File: config.mk
export PLATFORM = sky130hd
export DESIGN_NAME = mips_instr_encoder
export DESIGN_NICKNAME = d
export VERILOG_FILES = /design/src/rtl/mips_instr_encoder.sv
export SDC_FILE = /design/constraint.sdc
export NUM_CORES = 1
export LEC_CHECK = 0
export BUFFER_PORTS_ARGS = -buffer_cell sky130_fd_sc_hd__buf_2
export CAP_MARGIN = 20
export CORE_AREA = 2 2 98 100
export DETAILED_ROUTE_END_ITERATION = 8
export DIE_AREA = 0 0 100 102
export PLACE_DENSITY = 0.91
export REMOVE_ABC_BUFFERS = 1
export SLEW_MARGIN = 20
export SYNTH_ARGS = -nofsm -noshare
export SYNTH_HDL_FRONTEND = slang
export SYNTH_SLANG_ARGS = --single-unit
File: constraint.sdc
create_clock -name clock -period 3.8 [get_ports clock]
set_input_delay 0.76 -clock clock [delete_from_list [all_inputs] [get_ports clock]]
set_output_delay 0.76 -clock clock [all_outputs]
set_load 0.02 [all_outputs]
File: src/rtl/mips_instr_encoder.sv
// Streaming MIPS32 instruction encoder: packs field-level requests into 32-bit words,
// expanding the LI pseudo-instruction into LUI/ORI, with a running byte address.
module mips_instr_encoder #(
   parameter logic [31:0] BASE_ADDR = 32'h0000_0000
) (
   input  logic        clock,
   input  logic        nreset,
   input  logic        req_valid,
   output logic        req_ready,
   input  logic [1:0]  req_kind,
   input  logic [5:0]  req_op,
   input  logic [5:0]  req_func,
   input  logic [4:0]  req_rs,
   input  logic [4:0]  req_rt,
   input  logic [4:0]  req_rd,
   input  logic [4:0]  req_shamt,
   input  logic [31:0] req_imm,
   output logic        instr_valid,
   input  logic        instr_ready,
   output logic [31:0] instr_word,
   output logic [31:0] instr_addr,
   output logic [15:0] instr_count
);

   localparam logic [1:0] ST_EMPTY = 2'd0;
   localparam logic [1:0] ST_HOLD  = 2'd1;
   localparam logic [1:0] ST_HOLD2 = 2'd2;

   localparam logic [1:0] KIND_R  = 2'd0;
   localparam logic [1:0] KIND_I  = 2'd1;
   localparam logic [1:0] KIND_J  = 2'd2;
   localparam logic [1:0] KIND_LI = 2'd3;

   localparam logic [5:0] OP_ORI = 6'h0D;
   localparam logic [5:0] OP_LUI = 6'h0F;

   logic [1:0]  state_q, state_d;
   logic        valid_q, valid_d;
   logic [31:0] word_q, word_d;
   logic [31:0] pend_q, pend_d;
   logic [31:0] addr_q, addr_d;
   logic [15:0] count_q, count_d;

   logic [31:0] first_word_s;
   logic [31:0] second_word_s;
   logic        two_word_s;
   logic        accept_s;
   logic        drain_s;
   logic [15:0] imm_hi_s;
   logic [15:0] imm_lo_s;

   assign imm_hi_s = req_imm[31:16];
   assign imm_lo_s = req_imm[15:0];

   // Encode the request into its first word and, for a split LI, the ORI that follows.
   always_comb begin
      first_word_s  = 32'h0000_0000;
      second_word_s = {OP_ORI, req_rt, req_rt, imm_lo_s};
      two_word_s    = 1'b0;
      case (req_kind)
         KIND_R:  first_word_s = {req_op, req_rs, req_rt, req_rd, req_shamt, req_func};
         KIND_I:  first_word_s = {req_op, req_rs, req_rt, req_imm[15:0]};
         KIND_J:  first_word_s = {req_op, req_imm[25:0]};
         KIND_LI: begin
            // A zero upper half needs only an ORI from $zero; otherwise LUI leads.
            if (imm_hi_s == 16'h0000) begin
               first_word_s = {OP_ORI, 5'd0, req_rt, imm_lo_s};
               two_word_s   = 1'b0;
            end else begin
               first_word_s = {OP_LUI, 5'd0, req_rt, imm_hi_s};
               two_word_s   = (imm_lo_s != 16'h0000);
            end
         end
         default: begin
            first_word_s = 32'h0000_0000;
            two_word_s   = 1'b0;
         end
      endcase
   end

   // Request-side readiness: only a single held word may be replaced in the same cycle it drains.
   always_comb begin
      case (state_q)
         ST_EMPTY: req_ready = 1'b1;
         ST_HOLD:  req_ready = instr_ready;
         ST_HOLD2: req_ready = 1'b0;
         default:  req_ready = 1'b0;
      endcase
   end

   assign accept_s = req_valid & req_ready;
   assign drain_s  = valid_q & instr_ready;

   // Next-state, held word and address/count bookkeeping.
   always_comb begin
      state_d = state_q;
      word_d  = word_q;
      pend_d  = pend_q;
      addr_d  = addr_q;
      count_d = count_q;

      if (drain_s) begin
         addr_d = addr_q + 32'd4;
         if (count_q != 16'hFFFF) begin
            count_d = count_q + 16'd1;
         end else begin
            count_d = count_q;
         end
      end else begin
         addr_d  = addr_q;
         count_d = count_q;
      end

      case (state_q)
         ST_EMPTY, ST_HOLD: begin
            if (accept_s) begin
               word_d  = first_word_s;
               pend_d  = second_word_s;
               state_d = two_word_s ? ST_HOLD2 : ST_HOLD;
            end else if (state_q == ST_HOLD && instr_ready) begin
               state_d = ST_EMPTY;
            end else begin
               state_d = state_q;
            end
         end
         ST_HOLD2: begin
            if (instr_ready) begin
               word_d  = pend_q;
               state_d = ST_HOLD;
            end else begin
               state_d = ST_HOLD2;
            end
         end
         default: state_d = ST_EMPTY;
      endcase

      valid_d = (state_d != ST_EMPTY);
   end

   // State and output registers; reset also discards any pending ORI.
   always_ff @(posedge clock or negedge nreset) begin
      if (!nreset) begin
         state_q <= ST_EMPTY;
         valid_q <= 1'b0;
         word_q  <= 32'h0000_0000;
         pend_q  <= 32'h0000_0000;
         addr_q  <= BASE_ADDR;
         count_q <= 16'h0000;
      end else begin
         state_q <= state_d;
         valid_q <= valid_d;
         word_q  <= word_d;
         pend_q  <= pend_d;
         addr_q  <= addr_d;
         count_q <= count_d;
      end
   end

   assign instr_valid = valid_q;
   assign instr_word  = word_q;
   assign instr_addr  = addr_q;
   assign instr_count = count_q;

endmodule
* Word-level counts from Yosys, hierarchy flattened
Cells that the tools add are included.
Storage, ports and cells: word-level logic and storage cells 42, output and inout port bits 82, bits in registers 110
Operators by class: reduce and logical (&&, ||, !) cells 11, equal/unequal tests 8, multiplexer cells 13, bitwise gates (word level) 2, add/subtract/negate cells 2
Operators with widths (number):
- $pmux W32 S4 | 1
- $mux W32 | 2
- $pmux W32 S2 | 1
- $add A32 B3 Y32 const B | 1
- $mux W28 | 1
- $add A16 B1 Y16 const B | 1
- $logic_not A16 Y1 | 1
- $ne A16 B16 Y1 const B | 1
- $reduce_bool A16 Y1 | 1
- $mux W2 | 4
- $eq A2 B2 Y1 const B | 3
- $eq A2 B1 Y1 const B | 2
- $logic_not A2 Y1 | 2
- $ne A2 B2 Y1 const B | 2
- $pmux W2 S2 | 1
- $reduce_and A2 Y1 | 2
- $reduce_bool A2 Y1 | 2
- $reduce_and A3 Y1 | 1
- $and A1 B1 Y1 | 2
- $mux W1 | 2
- $pmux W1 S2 | 1
- $reduce_or A2 Y1 | 1
- $logic_and A1 B1 Y1 | 1

* Longest topological paths before layout
Gate-level depths: netlist of run 1.
word-level depth 7, gate-level depth with buffers 7, depth with buffers taken out 6

* Least setup slack after synthesis of run 1
Ideal clock, no wire load.
path type input -> output, from input instr_ready, to output req_ready, slack 1.832 ns, stages 2, data arrival time 1.208 ns, cell sequence and2b_1 nor2_1
Between the ends: word-level cells in the longest chain between the ends 1
Ends and longest elaborated chain:
- start, declared | line 19 | input logic instr_ready,
- $pmux W1 S2 | line 83 | case (state_q)
- end, declared | line 9 | output logic req_ready,
No other way between the ends.

* Final worst setup path of run 1
from input req_kind[1], to register word_q[4] (netlist: instr_word[4])
Between the ends: word-level cells in the longest chain between the ends 4, elaborated cells on any way between the ends 7, classes of those cells eq/ne: 3; mux: 3; reduce/logical: 1
Ends and longest elaborated chain:
- start, declared | line 10 | input logic [1:0] req_kind,
- $eq A2 B2 Y1 (tied with other cells) | line 60 | case (req_kind)
- $pmux W32 S4 * | line 60
- $mux W32 * | line 116 | if (accept_s) begin
- $pmux W32 S2 * | line 114 | case (state_q)
- end signal, assigned | line 152 | word_q <= word_d;
- end, declared | line 39 | logic [31:0] word_q, word_d;
Every way passes the cells marked *; elsewhere a longest branch is shown, timed or not. The select of a mux whose other input is x is not followed. A chain may end at the register's enable or synchronous reset.

==> metrics.md, run 1 <==
| Metric | Value |
|---|---|
| Run status | `finished clean` |
| Place WS | `1.427 ns` |
| Final setup vio count | `0` |
| Final-report hold violation count | `0` |
| Final setup margin | `1.710 ns` |
| Area share of the largest cell type after synthesis | `0.5184` |
| Critical path's slowest cell | `nor3_4` |
| Power per standard cell area | `522.5 mW/mm^2` |
| Fin nets | `719` |
| Routability cong. | `0.9547` |
| Arrival time at the worst endpoint | `2.36 ns` |
| Synthesized area per cell | `9.885 um^2` |
| Die H | `102 um` |
| VDD IR-drop max | `269.8 uV` |
| Final HPWL DP | `9613 um` |
| Max Cap Violations | `0` |
| Hold Path Class | `input pin to async pin` |
| Pin count of the biggest net entering global routing | `88` |
| CTS clk-pin slew, worst paths | `0.09 ns` |
| CTS root buf | `clkbuf_8` |
| Crit path time final | `2.090 ns` |
| Grt total ovfl | `0` |
| Setup Buffers After CTS | `0` |
| Detailed Routing Iterations Pass 1 | `4` |
| #FFs+latches synth | `103` |
| Worst-Skew Late Latency | `0.35 ns` |
| DR iter-0 viols | `272` |
| Cts hold-fix bufs | `0` |
| Area of the mapped netlist | `0.004972 mm^2` |
| F_max | `0.4784 GHz` |
| Fillers | `737` |
| Share of layout cells above drive strength 1 | `0.2965` |
| Register area share after synthesis | `0.5184` |
| Async S/R FF share, synth | `1.000` |
| Number of I/O pins | `152` |
| Syn. warnings | `0` |
| Slew at the pin closest to its max-slew limit | `0.8927 ns` |
| Die width | `100 um` |
| CP top delay family | `simple AND/OR/NAND/NOR gates` |
| Dominant cells by area after synthesis | `dfrtp_1, nand2_1, xnor2_1` |
| Commonest register cell after synthesis | `dfrtp_1` |
| Final setup TNS | `0 ns` |
| Slowest stage delay, CP | `0.54 ns` |
| Leak | `3.024 nW` |
| Crit-path cells | `buf_2, nand2_2, a41o_1, nor3_4, nand2_1, nand4_1` |
| Antenna violations before repair | `0` |
| First-pass GRT wire length | `20650 um` |
| Site Rows | `35` |
| Clk_skew | `0.01164 ns` |
| Final Max Slew Viols | `0` |
| Synthesis-to-finish area growth | `21.57%` |
| Number of CTS-inserted buffers | `9` |
| CP Capture Type | `register` |
| CP required | `4.07 ns` |
| Total Die Area | `0.01020 mm^2` |
| Core area | `0.009109 mm^2` |
| Mean number of vias per cell | `5.899` |
| DRC errors left | `0` |
| Wire per inst | `17.17 um` |
| CP Max Fanout | `16` |
| Total Routing Usage GR | `0.2559` |
| CTS Buffer Depth | `2` |
| Diode count | `0` |
| H-tree Lvls | `3` |
| Leading area contributor after synthesis | `dfrtp_1` |
| Mapped Cells | `503` |
| Port bufs | `149` |
| Vias | `4495` |
| Vias in the first global route | `4407` |
| Crit path kind | `input pin to register` |
| CTS tree | `done` |
| Final wirelength | `13090 um` |
| Critical Path Start Type | `input pin` |
| Period utilisation layout | `0.5501` |
| Crit path buffers/inverters | `1` |
| CTS sink count | `103` |
| Rel. slew slack | `0.4042` |
| Post-synth EDFFs | `0` |
| CTS-repair resized insts | `0` |
| Netlist cell types | `48` |
| Detail Route Antenna Nets | `0` |
| RSZ-0062 raised after global routing | `false` |
| Initial core utilization | `0.5459` |
[through the flow]
step / instances / instance area [um^2] / util / power, mW / hold WS (ns)
floorplan: 482 / 4853 / - / 1.953 / 0.4346
global placement: 747 / 5783 / 0.6349 / 2.268 / 0.4507
detailed placement: 747 / 5783 / 0.6349 / 2.310 / 0.4520
CTS: 762 / 6041 / 0.6632 / 3.174 / 0.4765
global route: 762 / 6045 / 0.6636 / 3.312 / 0.4993
finish: 762 / 6045 / 0.6636 / 3.159 / 0.4456
[metal layers]
layer,share of wire,GRT usage,vias to the layer above
met4,0.021,0.1191,0
met1,0.38,0.3241,2152
met2,0.50,0.4371,275
met3,0.094,0.03830,27
li1,-,-,2041
met5,0,0,-
[worst paths after layout]
path,start,cells past startpoint,end,slack (ns)
setup / recovery,req_kind[1],6,instr_word[4]$_DFFE_PN0P_,1.71
hold / removal,nreset,1,instr_addr[20]$_DFFE_PN0P_,0.45
setup reg to reg,state_q[0]$_DFF_PN0_,5,instr_word[4]$_DFFE_PN0P_,1.84
hold reg to reg,pend_q[26]$_DFFE_PN0P_,1,pend_q[26]$_DFFE_PN0P_,0.48
max in group asynchronous,nreset,2,instr_word[3]$_DFFE_PN0P_,2.67
min in group clock,pend_q[26]$_DFFE_PN0P_,1,pend_q[26]$_DFFE_PN0P_,0.48
[cells in the final DEF (no fill, tap or decap), types with 4 or more instances in the layout]
master / n
buf_2: 148
nand2_1: 144
dfrtp_1: 103
xnor2_1: 34
nand4_1: 28
nand3_1: 23
a21oi_1: 17
nor2_1: 15
a32oi_1: 13
and3_1: 10
o21ai_0: 10
a221o_1: 10
xor2_1: 10
clkbuf_8: 9
and2_1: 7
and2b_1: 5
nor2b_1: 5
buf_4: 5
nor4_1: 4
bufinv_16: 4
[registers in the layout, summed over array words and instances, names as in the netlist]
signal,cells
instr_addr,30
instr_count,16
instr_valid,1
instr_word,32
pend_q,22
state_q,2
[synthesized netlist by cell type, drive strengths merged, types with 4 or more instances]
cell type	n
nor2	18
a221o	10
dfrtp	103
and3	11
nor2b	5
xor2	10
nor3	4
a32oi	13
and2	7
nand3	25
o21ai	10
clkbuf	8
nand2	145
xnor2	34
buf	14
a21oi	17
nand4	30
nor4	9
and2b	5
[area by class of cell]
class | count | area, um^2 | share of cell area
Clock inverter | 6 | 133.9 | 0.02215
Sequential cell | 103 | 2577 | 0.4264
Tap cell | 111 | 138.9 | 0.02298
Inverter | 3 | 11.26 | 0.001863
Multi-Input combinational cell | 376 | 2270 | 0.3755
Clock buffer | 9 | 123.9 | 0.02049
Timing Repair Buffer | 154 | 789.5 | 0.1306
[kinds of logic after synthesis]
logic type      share of synthesized area
simple gates                       0.2778
flops                              0.5184
compound gates                    0.08908
xor+xnor                          0.07750
buf+inv                           0.02693
fa+ha+maj                        0.005032
mux                              0.004529
other cells                     0.0007542
[power breakdown]
part | leakage [nW] | switching, mW | internal [mW]
sequential | 1.32 | 0.179 | 1.29
combinational | 1.57 | 0.518 | 0.301
clock | 0.129 | 0.365 | 0.501
total | 3.02 | 1.06 | 2.10
No activity file was read; power rests on OpenSTA's default activity.
==> inputs of run 2 (changes only) <==
--- a/config.mk
+++ b/config.mk
@@ -5,12 +5,13 @@
 export SDC_FILE = /design/constraint.sdc
 export NUM_CORES = 1
 export LEC_CHECK = 0
+export ABC_AREA = 1
 export BUFFER_PORTS_ARGS = -buffer_cell sky130_fd_sc_hd__buf_2
 export CAP_MARGIN = 20
-export CORE_AREA = 2 2 98 100
+export CORE_AREA = 2 2 109 111
 export DETAILED_ROUTE_END_ITERATION = 8
-export DIE_AREA = 0 0 100 102
-export PLACE_DENSITY = 0.91
+export DIE_AREA = 0 0 111 113
+export PLACE_DENSITY = 0.82
 export REMOVE_ABC_BUFFERS = 1
 export SLEW_MARGIN = 20
 export SYNTH_ARGS = -nofsm -noshare
==> constraint.sdc (replaced) <==
create_clock -name clock -period 1.7 [get_ports clock]
set_input_delay 0.34 -clock clock [delete_from_list [all_inputs] [get_ports clock]]
set_output_delay 0.34 -clock clock [all_outputs]
set_load 0.02 [all_outputs]
==> run 2 against run 1 <==
Net effect:
- cell area grew 9.7%
- critical path depth grew 4
- combinational power grew 120%
- largest power group unchanged
- clock skew shrank 0.0011 ns
- critical endpoint is now instr_addr[29]$_DFFE_PN0P_
- first-iteration DRC count shrank 6.6%
- global-route usage shrank 3.9 points
- highest routed layer unchanged
- total power grew 120%
- area after synthesis grew 5.4%
==> metrics.md, run 2 <==
| Metric | Value |
|---|---|
| Fillers | `1019` |
| Synthesis-to-finish area growth | `26.55%` |
| Async S/R FF share, synth | `1.000` |
| Leading area contributor after synthesis | `dfrtp_1` |
| Place WS | `0.04825 ns` |
| Hold Path Class | `input pin to register` |
| Synthesized area per cell | `7.990 um^2` |
| Final setup vio count | `0` |
| Diode count | `0` |
| CP Max Fanout | `4` |
| Leak | `3.580 nW` |
| Placed cell count | `945` |
| Routability cong. | `0.9101` |
| Arrival time at the worst endpoint | `1.86 ns` |
| Core area | `0.01127 mm^2` |
| CTS clk-pin slew, worst paths | `0.07 ns` |
| Final wirelength | `13330 um` |
| Final setup TNS | `0 ns` |
| Total Die Area | `0.01254 mm^2` |
| Share of layout cells above drive strength 1 | `0.2661` |
| CTS root buf | `clkbuf_16` |
| Main combinational cell family by area after synthesis | `simple AND/OR/NAND/NOR gates` |
| Detail Route Antenna Nets | `0` |
| Hold path depth | `3` |
| Mapped Cells | `656` |
| Number of I/O pins | `152` |
| Critical Path Start Type | `register` |
| Sw frac | `0.3377` |
| Post-Synth Adder-Cell Area | `0.004774` |
| Multiplexer share of the synthesized area | `0` |
| Mean number of vias per cell | `5.054` |
| DR iter-0 viols | `254` |
| Site Rows | `39` |
| RSZ-0062 raised after global routing | `true` |
| Netlist cell types | `30` |
| Die H | `113 um` |
| Cell internal pwr | `4.706 mW` |
| NetSw | `2.400 mW` |
| Area share of the largest cell type after synthesis | `0.4918` |
| Fin nets | `890` |
| CTS tree | `done` |
| Syn. warnings | `0` |
| Detailed Routing Iterations Pass 1 | `5` |
| Vias | `4882` |
| Commonest cells post-synth | `nand2_1, dfrtp_1, nor2_1, inv_1, nand3_1` |
| Number of CTS-inserted buffers | `9` |
| Port bufs | `149` |
| Final Max Slew Viols | `0` |
| Power per standard cell area | `1071 mW/mm^2` |
| Worst Hold End | `pend_q[8]$_DFFE_PN0P_` |
| R2r setup slk | `0.07 ns` |
| #FFs+latches synth | `103` |
| First-pass GRT wire length | `22220 um` |
| Clk_skew | `0.01050 ns` |
| Total Routing Usage GR | `0.2171` |
| DRC errors left | `0` |
| Dominant cells by area after synthesis | `dfrtp_1, nand2_1, nor2_1` |
| Commonest register cell after synthesis | `dfrtp_1` |
| Worst-Skew Late Latency | `0.35 ns` |
| CP required | `1.93 ns` |
| Die width | `111 um` |
| Crit path time final | `1.632 ns` |
| Wire per inst | `13.80 um` |
| Final HPWL DP | `10030 um` |
| Fraction of the mapped netlist area in compound gates | `0.07806` |
| Seq pwr share | `0.442` |
| Max reg flops | `32` |
| CTS sink count | `103` |
| Hold Crit Start | `req_imm[8]` |
| Pin count of the biggest net entering global routing | `59` |
| Simple-gate portion of the synthesized area | `0.2896` |
| Finished Layout Cells | `966` |
| Logic pwr share | `0.256` |
| F_max | `0.6129 GHz` |
| Run status | `finished clean` |
| CTS Buffer Depth | `2` |
| Most frequent cells in the layout | `nand2_1, buf_2, dfrtp_1` |
| Crit path kind | `register to register` |
| Count leader, synth | `nand2_1` |
| Worst r2r src | `instr_addr[2]$_DFFE_PN0P_` |
| Area of the mapped netlist | `0.005241 mm^2` |
| H-tree Lvls | `3` |
| Period utilisation layout | `0.9597` |
| Grt total ovfl | `0` |
| Register area share after synthesis | `0.4918` |
| Initial core utilization | `0.4650` |
| VDD IR-drop max | `560.0 uV` |
| Final-report hold violation count | `0` |
| RR Endpoint | `instr_addr[29]$_DFFE_PN0P_` |
| Antenna violations before repair | `0` |
| Vias in the first global route | `4651` |
| Post-synthesis xor/xnor area fraction | `0.06517` |
| Commonest non-fill, non-tap cell in the layout | `nand2_1` |
| Clock power share | `0.302` |
| CP Capture Type | `register` |
| Post-synth EDFFs | `0` |
| Max Cap Violations | `0` |
| Length in cells of the worst reg-to-reg path | `10` |
| Final setup margin | `0.06847 ns` |
==> run 2: cell count changes after synthesis, moves of 12 or more <==
cell     before  now
a32oi_1      13    1
inv_1         2   65
nand2_1     144  168
nand3_1      24   54
nand4_1      28    9
nor2_1       15   75
o21ai_0      10   38
o21ai_1       0   15
xnor2_1      34   17
xor2_1       10   22
==> run 2: kinds of logic after synthesis <==
kind of cell / count (synthesis)
flip-flops: 103
buffers and inverters: 91
other: 1
XOR/XNOR: 39
AND/OR/NAND/NOR: 344
adder cells (fa/ha/maj): 2
AO/OA/AOI/OAI: 76
==> run 2: what timing repair did <==
item	CTS	global route
setup endpoints to repair	0	9
hold endpoints to repair	12	0
hold buffers	1	0
resized for setup	0	5
setup buffers	0	4
==> run 2: power by group through the flow <==
stage	clock (mW)	sequential [mW]	combinational, mW
detailed placement	0	3.18	1.79
CTS	2.18	3.14	1.80
floorplan	0	3.53	0.658
global placement	0	3.17	1.76
finish	2.15	3.14	1.82
global route	2.30	3.19	2.03
==> run 2: cell type report <==
class	instances	area, um^2	share of cell area
clock buffer	9	225.2	0.03396
clock inverter	7	87.58	0.01321
inverter	67	251.5	0.03792
multi-input combinational	463	2323	0.3503
sequential	103	2577	0.3886
tap	143	178.9	0.02698
timing repair buffer	174	988.4	0.1490
==> run 2: metal layers <==
metal,global-route usage,part of all wire,vias to the layer above
met2,0.3611,0.48,172
li1,-,-,2411
met4,0.08250,0.022,0
met3,0.03589,0.061,22
met1,0.2881,0.44,2277
met5,0,0,-
==> run 2: worst max-delay path by stage <==
stage,from,to,cells past startpoint
6_report,instr_addr[2]$_DFFE_PN0P_,instr_addr[29]$_DFFE_PN0P_,10
3_5_place_dp,req_imm[30],instr_word[2]$_DFFE_PN0P_,12
2_1_floorplan,state_q[0]$_DFF_PN0_,instr_word[27]$_DFFE_PN0P_,8
4_1_cts,instr_addr[2]$_DFFE_PN0P_,instr_addr[26]$_DFFE_PN0P_,9
3_3_place_gp,req_imm[30],instr_word[3]$_DFFE_PN0P_,12
5_1_grt,instr_addr[2]$_DFFE_PN0P_,instr_addr[29]$_DFFE_PN0P_,10
==> run 2: worst max-delay path: stages, from the launching register on <==
cell     delay [ns]
dfrtp_1        0.37
buf_4          0.11
nand3_1        0.12
nor2_4         0.16
nand2_4        0.09
nor2_8         0.12
nand2_2        0.09
nor2_4         0.14
nand2_2        0.10
o21ai_1        0.14
nand2_1        0.06
==> run 2: stage by stage <==
step | total power [mW] | hold WS (ns) | cell area (um^2) | util
2_1_floorplan | 4.184 | 0.04441 | 5130 | -
3_3_place_gp | 4.932 | 0.2106 | 6260 | 0.5553
3_5_place_dp | 4.968 | 0.2098 | 6260 | 0.5553
4_1_cts | 7.117 | 0.2199 | 6583 | 0.5840
5_1_grt | 7.514 | 0.2427 | 6633 | 0.5884
6_report | 7.106 | 0.2319 | 6633 | 0.5884
